File: src/rtl/bit_logic_unit.sv
`default_nettype none
// ============================================================================
// Module   : bit_logic_unit
// Brief    : Multi-cycle bitwise logic unit (AND/OR/XOR/NOR). The operands are
//            processed SLICE bits per clock, so one narrow logic slice serves a
//            WIDTH-bit operation. Operands use a valid/ready handshake, and so
//            does the result.
// Options  : define ZERO_FLAG_EN to add the sticky 'zero' result flag port.
// Revision : 1.0 - initial release
// ============================================================================
module bit_logic_unit #(
    parameter int WIDTH = 32,
    parameter int SLICE = 8
) (
    input  logic             clock,
    input  logic             reset_n,
    input  logic             in_valid,
    output logic             in_ready,
    input  logic [1:0]       op,
    input  logic [WIDTH-1:0] A,
    input  logic [WIDTH-1:0] B,
    output logic             out_valid,
    input  logic             out_ready,
    output logic [WIDTH-1:0] Result,
    output logic             busy
`ifdef ZERO_FLAG_EN
    ,
    output logic             zero
`endif
);

    localparam int NSLICE = WIDTH / SLICE;
    localparam int CNT_W  = (NSLICE > 1) ? $clog2(NSLICE) : 1;
    localparam logic [CNT_W-1:0] LAST_CNT = CNT_W'(NSLICE - 1);

    localparam logic [1:0] OP_AND = 2'b00;
    localparam logic [1:0] OP_OR  = 2'b01;
    localparam logic [1:0] OP_XOR = 2'b10;

    // Stop elaboration if the operand width does not split into whole slices.
    generate
        if ((WIDTH % SLICE) != 0) begin : g_bad_slice
            $error("bit_logic_unit: WIDTH must be a multiple of SLICE");
        end
    endgenerate

    typedef enum logic [1:0] {
        ST_IDLE = 2'd0,
        ST_BUSY = 2'd1,
        ST_DONE = 2'd2
    } state_t;

    state_t             state_q;
    logic [CNT_W-1:0]   cnt_q;
    logic [CNT_W-1:0]   cnt_d;
    logic [WIDTH-1:0]   a_q;
    logic [WIDTH-1:0]   b_q;
    logic [1:0]         op_q;
    logic [WIDTH-1:0]   result_q;
    logic               out_valid_q;
    logic               busy_q;
    logic [SLICE-1:0]   w_a_slice;
    logic [SLICE-1:0]   w_b_slice;
    logic [SLICE-1:0]   w_slice;

    // Gating with reset_n keeps the unit from offering to accept while in reset.
    assign in_ready  = (state_q == ST_IDLE) & reset_n;
    assign out_valid = out_valid_q;
    assign busy      = busy_q;
    assign Result    = result_q;

    // Last slice wraps the counter to zero even when NSLICE is not a power of two.
    assign cnt_d = (cnt_q == LAST_CNT) ? '0 : cnt_q + CNT_W'(1);

    // Select the current slice of the latched operands and apply the latched opcode.
    always_comb begin
        w_a_slice = '0;
        w_b_slice = '0;
        for (int s = 0; s < NSLICE; s++) begin
            if (cnt_q == CNT_W'(s)) begin
                w_a_slice = a_q[s*SLICE +: SLICE];
                w_b_slice = b_q[s*SLICE +: SLICE];
            end
        end
        case (op_q)
            OP_AND:  w_slice = w_a_slice & w_b_slice;
            OP_OR:   w_slice = w_a_slice | w_b_slice;
            OP_XOR:  w_slice = w_a_slice ^ w_b_slice;
            default: w_slice = ~(w_a_slice | w_b_slice);
        endcase
    end

    // Control FSM, which also writes the result one slice per BUSY cycle.
    always_ff @(posedge clock) begin
        if (!reset_n) begin
            state_q     <= ST_IDLE;
            cnt_q       <= '0;
            result_q    <= '0;
            out_valid_q <= 1'b0;
            busy_q      <= 1'b0;
        end else begin
            case (state_q)
                ST_IDLE: begin
                    if (in_valid) begin
                        a_q      <= A;
                        b_q      <= B;
                        op_q     <= op;
                        result_q <= '0;
                        cnt_q    <= '0;
                        busy_q   <= 1'b1;
                        state_q  <= ST_BUSY;
                    end
                end
                ST_BUSY: begin
                    for (int s = 0; s < NSLICE; s++) begin
                        if (cnt_q == CNT_W'(s)) begin
                            result_q[s*SLICE +: SLICE] <= w_slice;
                        end
                    end
                    cnt_q <= cnt_d;
                    if (cnt_q == LAST_CNT) begin
                        out_valid_q <= 1'b1;
                        state_q     <= ST_DONE;
                    end
                end
                ST_DONE: begin
                    if (out_ready) begin
                        out_valid_q <= 1'b0;
                        busy_q      <= 1'b0;
                        state_q     <= ST_IDLE;
                    end
                end
                default: begin
                    out_valid_q <= 1'b0;
                    busy_q      <= 1'b0;
                    state_q     <= ST_IDLE;
                end
            endcase
        end
    end

`ifdef ZERO_FLAG_EN
    logic zero_q;

    assign zero = zero_q;

    // Sticky zero flag: armed on accept, then cleared by any non-zero slice.
    always_ff @(posedge clock) begin
        if (!reset_n) begin
            zero_q <= 1'b0;
        end else if ((state_q == ST_IDLE) && in_valid) begin
            zero_q <= 1'b1;
        end else if (state_q == ST_BUSY) begin
            zero_q <= zero_q & (w_slice == '0);
        end
    end
`endif

endmodule
`default_nettype wire

File: config.mk
export PLATFORM = sky130hd
export DESIGN_NAME = bit_logic_unit
export DESIGN_NICKNAME = d
export VERILOG_FILES = /design/src/rtl/bit_logic_unit.sv
export SDC_FILE = /design/constraint.sdc
export NUM_CORES = 1
export LEC_CHECK = 0
export BUFFER_PORTS_ARGS = -buffer_cell sky130_fd_sc_hd__buf_2
export CAP_MARGIN = 20
export CORE_ASPECT_RATIO = 1.1
export CORE_MARGIN = 5
export CORE_UTILIZATION = 35
export CTS_CLUSTER_SIZE = 20
export DETAILED_ROUTE_END_ITERATION = 8
export GPL_TIMING_DRIVEN = 0
export PLACE_DENSITY_LB_ADDON = 0.15
export SLEW_MARGIN = 10
export SYNTH_ARGS = -nofsm -noshare
export SYNTH_HDL_FRONTEND = slang
export SYNTH_SLANG_ARGS = --single-unit
export TNS_END_PERCENT = 50
File: constraint.sdc
create_clock -name clock -period 3.8 [get_ports clock]
set_input_delay 1.14 -clock clock [delete_from_list [all_inputs] [get_ports clock]]
set_output_delay 1.14 -clock clock [all_outputs]
set_load 0.02 [all_outputs]
==> results of run 1 <==
[worst max-delay path: cells and delay by family]
kind                   cells  cell delay, ps
buffers and inverters      2             480
AND/OR/NAND/NOR            2             270
[Yosys cell counts, types with 5 or more instances]
master	number
edfxtp_1	66
dfxtp_1	38
o2bb2ai_1	33
a21oi_1	28
inv_1	28
ha_1	20
a221o_1	15
a22oi_2	12
buf_2	10
inv_2	10
nor2_1	10
nor2b_1	8
nand2_1	6
a22oi_1	5
and2_1	5
o21ai_0	5
[worst max-delay path by stage]
stage                        from                end  slack [ps]  depth (start not counted)
after global placement    reset_n  op_q[0]$_DFFE_PP_         470                          4
after floorplan           reset_n   a_q[0]$_DFFE_PP_         670                          4
final                     reset_n           in_ready         770                          4
after detailed placement  reset_n           in_ready         760                          4
after global routing      reset_n           in_ready         650                          4
after CTS                 reset_n           in_ready         750                          4
[state kept, by name, summed over array words and instances (netlist names)]
register and cells:
Result 32, a_q 32, b_q 32, cnt_q 2
op_q 2, state_q 2, busy 1, out_valid 1
[layout make-up]
class | instances | area [µm²]
Clock buffer | 11 | 233
Sequential cell | 104 | 2740
Tap cell | 157 | 196
Clock inverter | 5 | 50.0
Multi-Input combinational cell | 173 | 1440
Buffer | 22 | 153
Inverter | 38 | 143
Fill cell | 1212 | 7120
Timing Repair Buffer | 103 | 515
[power groups by stage]
| stage | registers (W) | clock network, W | logic, W |
|---|---|---|---|
| final | 0.00127 | 0.000904 | 0.000367 |
| after CTS | 0.00127 | 0.000918 | 0.000375 |
| after detailed placement | 0.00129 | 0 | 0.000373 |
| after global placement | 0.00129 | 0 | 0.000362 |
| after global routing | 0.00127 | 0.000967 | 0.000411 |
| after floorplan | 0.00130 | 0 | 0.000243 |
[logic make-up after synthesis]
logic type,Yosys count
AOI/OAI and AO/OA,113
DFF,104
buffers and inverters,60
and+or+nand+nor,35
adders and majority gates,20
muxes,4
xor gates and xnor gates,1
[stage by stage]
| step | cell area [µm²] | setup WS [ps] |
|---|---|---|
| after detailed placement | 5190 | 762 |
| after global placement | 5190 | 474 |
| after CTS | 5470 | 752 |
| after floorplan | 4480 | 669 |
| after global routing | 5470 | 649 |
| final | 5470 | 772 |
[layer usage]
metal,vias to the layer above,routed length (µm),share of wire [%]
met2,85,4470,45
met1,1366,4710,47
li1,1478,-,-
met3,14,582,5.8
met4,0,189,1.9
met5,-,0,0
==> run metrics, run 1 <==
Ports 105; Syn Nets approximately 430; Power Total 0.00254 W; worst hold path endpoint Result[21]$_SDFFE_PN0P_; share of Yosys cell area claimed by the top area cell type 44.3%; synthesized cell area around 4500 µm²; Critical Path AT 1890 ps; combinational power share between 10% and 20%; Tcrit/Tclk final approximately four fifths; sequential power share 49.9%; Startpoint Class primary input; largest family of logic cells by synthesized area compound AO/OA/AOI/OAI gates; worst-margin pin slew 873 ps; most used flip-flop cell after synthesis edfxtp_1; Hold Crit Class register to register; Internal 0.00192 W; PD cells 463 nW/µm²; Pleak between 2 and 2.5 nW; fin nets 541; DRC Markers 0; GR peak layer met2; critical path cell sequence clkbuf_1 -> nand2_1 -> nor2_1 -> buf_2; Synth Area in Adders 5.59%; dominant cell type by area after synthesis edfxtp_1; Avg Inst Size Synth 13.3 µm²; asr flop ratio synth 0%; gpl congestion 0.737; clock network power share 35.6%; M3 GR Usage 3.69%; gr ovfl total 0; XOR/XNOR Fraction of Synth Area 0.196%; die height 129 µm; final setup fails 0; end of the worst register-to-register path Result[12]$_SDFFE_PN0P_; post-synthesis mux area share under 10%; VDD IR-drop max 190 µV; Post-CTS Resized 0; Iter 0 DRT Violations about 120; Crit-path slowest cell clkbuf_1; post-layout min period a little over 3000 ps; DIE WIDTH 118 µm; layout cells sized above 1 approximately 37%; Synth Area in Compound Gates about a fifth; Std-Cell Rows 43; die area about 15000 µm²; routed vias 2943; worst hold slack 456 ps; most common cell after layout, fill and taps aside buf_2; vias in the first global route a little over 3000; port bufs 103; post-synthesis simple-gate area fraction 4.67%; Mapped Cells 337; fmax 0.330 GHz; final core occ 43.5%; Critical Path Max Stage Delay 290 ps; antenna violations before repair 0; n_diodes 0; reg2reg start cnt_q[0]$_SDFFE_PN0P_; placed instance count approximately 600; final-report hold violation count 0; Clock Skews approximately 8.7 ps; Netlist cell types 32; Post-CTS Setup Inserts 0; Wirelength per Cell about 16 µm; status completed; largest net degree at the start of global routing 67; Hold Buf Count CTS 0; first-pass GRT wire length approximately 16000 µm; core area roughly 13000 µm²; worst-path maximum fanout 10; Psw 0.000621 W; met1 Use GR approximately 17%; fin cells approximately 610; hold path depth 1; EDFF count, synth 66; internal reg-to-reg setup slack 1030 ps; setup_tns 0 ps; Setup CP Type primary input to primary output; post-route ant nets 0; YS warnings 0; total CTS buffers 9; TritonCTS clock tree built; Area Overhead vs Synth 22.3%; Slew headroom 41.8%; clk_lat worst skew 350 ps; main area contributors after synthesis edfxtp_1 44%, dfxtp_1 17%, o2bb2ai_1 6.5%; most frequent cells in the layout 113 x buf_2, 66 x edfxtp_1, 38 x dfxtp_1; CP required 2660 ps; max_cap viols 0; TritonRoute pass-1 iters 4; RSZ-0062 raised after global routing no; Via-to-Cell Ratio 4.80; clock sinks 104; Total Routed Length 9950 µm; clock transition at the registers of the reported paths roughly 60 ps; starting density of the core 35.5%; hold_sp Result[21]$_SDFFE_PN0P_; Bufs on Longest Clock Path 2; reg2reg path depth 10; critical path endpoint category primary output; gr usage total 13.4%; Final HPWL DP 7270 µm; met2 Usage GRT 21.2%; H-tree depth 3; post-synthesis register bit count approximately 100; root buffer cell clkbuf_16; Final Max Slew Viols 0; Net Sw Frac around 24%; sequential fraction of the synthesis area 61.3%
Note: power is estimated with default switching activity, not from simulation.
==> inputs of run 2 (changes only) <==
==> constraint.sdc (replaced) <==
create_clock -name clock -period 2.95 [get_ports clock]
set_input_delay 0.885 -clock clock [delete_from_list [all_inputs] [get_ports clock]]
set_output_delay 0.885 -clock clock [all_outputs]
set_load 0.02 [all_outputs]
==> run metrics, run 2 (same netlist as run 1, synthesis figures left out) <==
worst-margin pin slew 873 ps; Power Total about 0.0033 W; core area approximately 13000 µm²; worst hold slack around 460 ps; Hold Crit Class register to register; Pleak 2.31 nW; FF+latch area 2740 µm²; Hold Buf Count CTS 0; H-tree depth 3; Post-CTS Setup Inserts 0; fin nets 541; reg2reg start cnt_q[0]$_SDFFE_PN0P_; Setup CP Type register to register; root buffer cell clkbuf_16; clock sinks 104; Fillers 1210; TritonCTS clock tree built; Clock Skews 8.72 ps; starting density of the core approximately 36%; gr usage total 13.4%; post-layout min period roughly 2800 ps; VDD IR-drop max 245 µV; Tcrit/Tclk final a little over nine tenths; max_cap viols 0; worst-path maximum fanout 10; end of the worst register-to-register path Result[12]$_SDFFE_PN0P_; routed vias 2942; Area Overhead vs Synth 22.4%; Critical Path Max Stage Delay ~400 ps; critical path endpoint category register; CP endpoint Result[12]$_SDFFE_PN0P_; Iter 0 DRT Violations between 100 and 150; TritonRoute pass-1 iters 4; reg2reg path depth 10; crit path from cnt_q[0]$_SDFFE_PN0P_; status completed; post-route ant nets 0; Ports 105; Post-CTS Resized 0; placed instance count 597; most common cell after layout, fill and taps aside buf_2; hold_sp Result[21]$_SDFFE_PN0P_; n_diodes 0; internal reg-to-reg setup slack 180 ps; Buf+Inv Stages, Crit Path 3; critical path cell sequence inv_1 -> ha_1 -> clkbuf_1 -> buf_2 -> a221o_1 -> a22oi_2 -> ha_1 -> mux2_2 -> a21oi_1 -> o2bb2ai_1; gpl congestion between 0.7 and 0.8; Wirelength per Cell 16.2 µm; Crit path top cell by count ha_1; CP required 3170 ps; Bufs on Longest Clock Path 2; fmax 0.361 GHz; gr ovfl total 0; Final Max Slew Viols 0; Startpoint Class register; Critical Path AT around 3000 ps; WP depth 10; Std-Cell Rows 43; Crit-path slowest cell dfxtp_1; final-report hold violation count 0; RSZ-0062 raised after global routing no; clock transition at the registers of the reported paths 60 ps; vias in the first global route 3017; DRC Markers 0; fin cells 613; Total Routed Length 9950 µm; Final HPWL DP 7270 µm; Via-to-Cell Ratio 4.80; antenna violations before repair 0; port bufs about 100; family with the most delay on the worst path compound AO/OA/AOI/OAI gates; layout cells sized above 1 a little under two fifths; die area 15200 µm²; total CTS buffers 9; Slew headroom 41.8%; area of the multi-input gates 1440 µm²; DIE WIDTH about 120 µm; setup_tns 0 ps; die height 129 µm; first-pass GRT wire length 15900 µm; most frequent cells in the layout 113 x buf_2, 66 x edfxtp_1, 38 x dfxtp_1; PD cells 597 nW/µm²; final setup fails 0; clk_lat worst skew 350 ps; final core occ 43.5%; largest net degree at the start of global routing 67
-- run 2: cell count changes in the layout (fill, tap and decap cells not counted) --
cell / previous run / this run
a21oi_1: 28 / 27
a21oi_2: 0 / 1
-- run 2: worst min path at each step --
| stage | end | slack [ps] | cells after the start |
|---|---|---|---|
| 6_report | Result[21]$_SDFFE_PN0P_ | 460 | 1 |
| 5_1_grt | Result[1]$_SDFFE_PN0P_ | 470 | 1 |
| 4_1_cts | Result[21]$_SDFFE_PN0P_ | 460 | 1 |
| 3_5_place_dp | Result[21]$_SDFFE_PN0P_ | 440 | 1 |
| 3_3_place_gp | Result[1]$_SDFFE_PN0P_ | 440 | 1 |
| 2_1_floorplan | cnt_q[1]$_SDFFE_PN0P_ | 540 | 2 |
-- run 2: metal layers --
layer / GRT usage, % / wire [µm] / up-vias
li1: - / - / 1477
met1: 17.5 / 4710 / 1366
met2: 21.2 / 4470 / 85
met3: 3.69 / 582 / 14
met4: 5.74 / 189 / 0
met5: 0 / 0 / -
-- run 2: layout make-up --
cell class | count | share of cell area [%]
tap | 157 | 3.59
timing repair buffer | 103 | 9.41
buffer | 22 | 2.79
inverter | 38 | 2.60
clock buffer | 11 | 4.25
clock inverter | 5 | 0.914
multi-input combinational | 173 | 26.4
sequential | 104 | 50.1
-- run 2: metrics by stage --
step                      cell area [µm²]  setup WS [ps]
after CTS                            5470            123
final                                5480            183
after floorplan                      4480           74.2
after global placement               5190           -121
after detailed placement             5190            138
after global routing                 5480           2.59
-- run 2: worst reg2reg max path: cells and delay by family (launching register included) --
family | cells | cell delay (ps)
DFF | 1 | 390
muxes | 1 | 260
buffers and inverters | 3 | 530
AOI/OAI and AO/OA | 4 | 990
adders and majority gates | 2 | 460
-- run 2: power breakdown --
group	switching, W	leakage, nW	internal, W
clock	0.000511	0.145	0.000653
combinational	0.000269	1.24	0.000205
sequential	0.0000204	0.920	0.00161
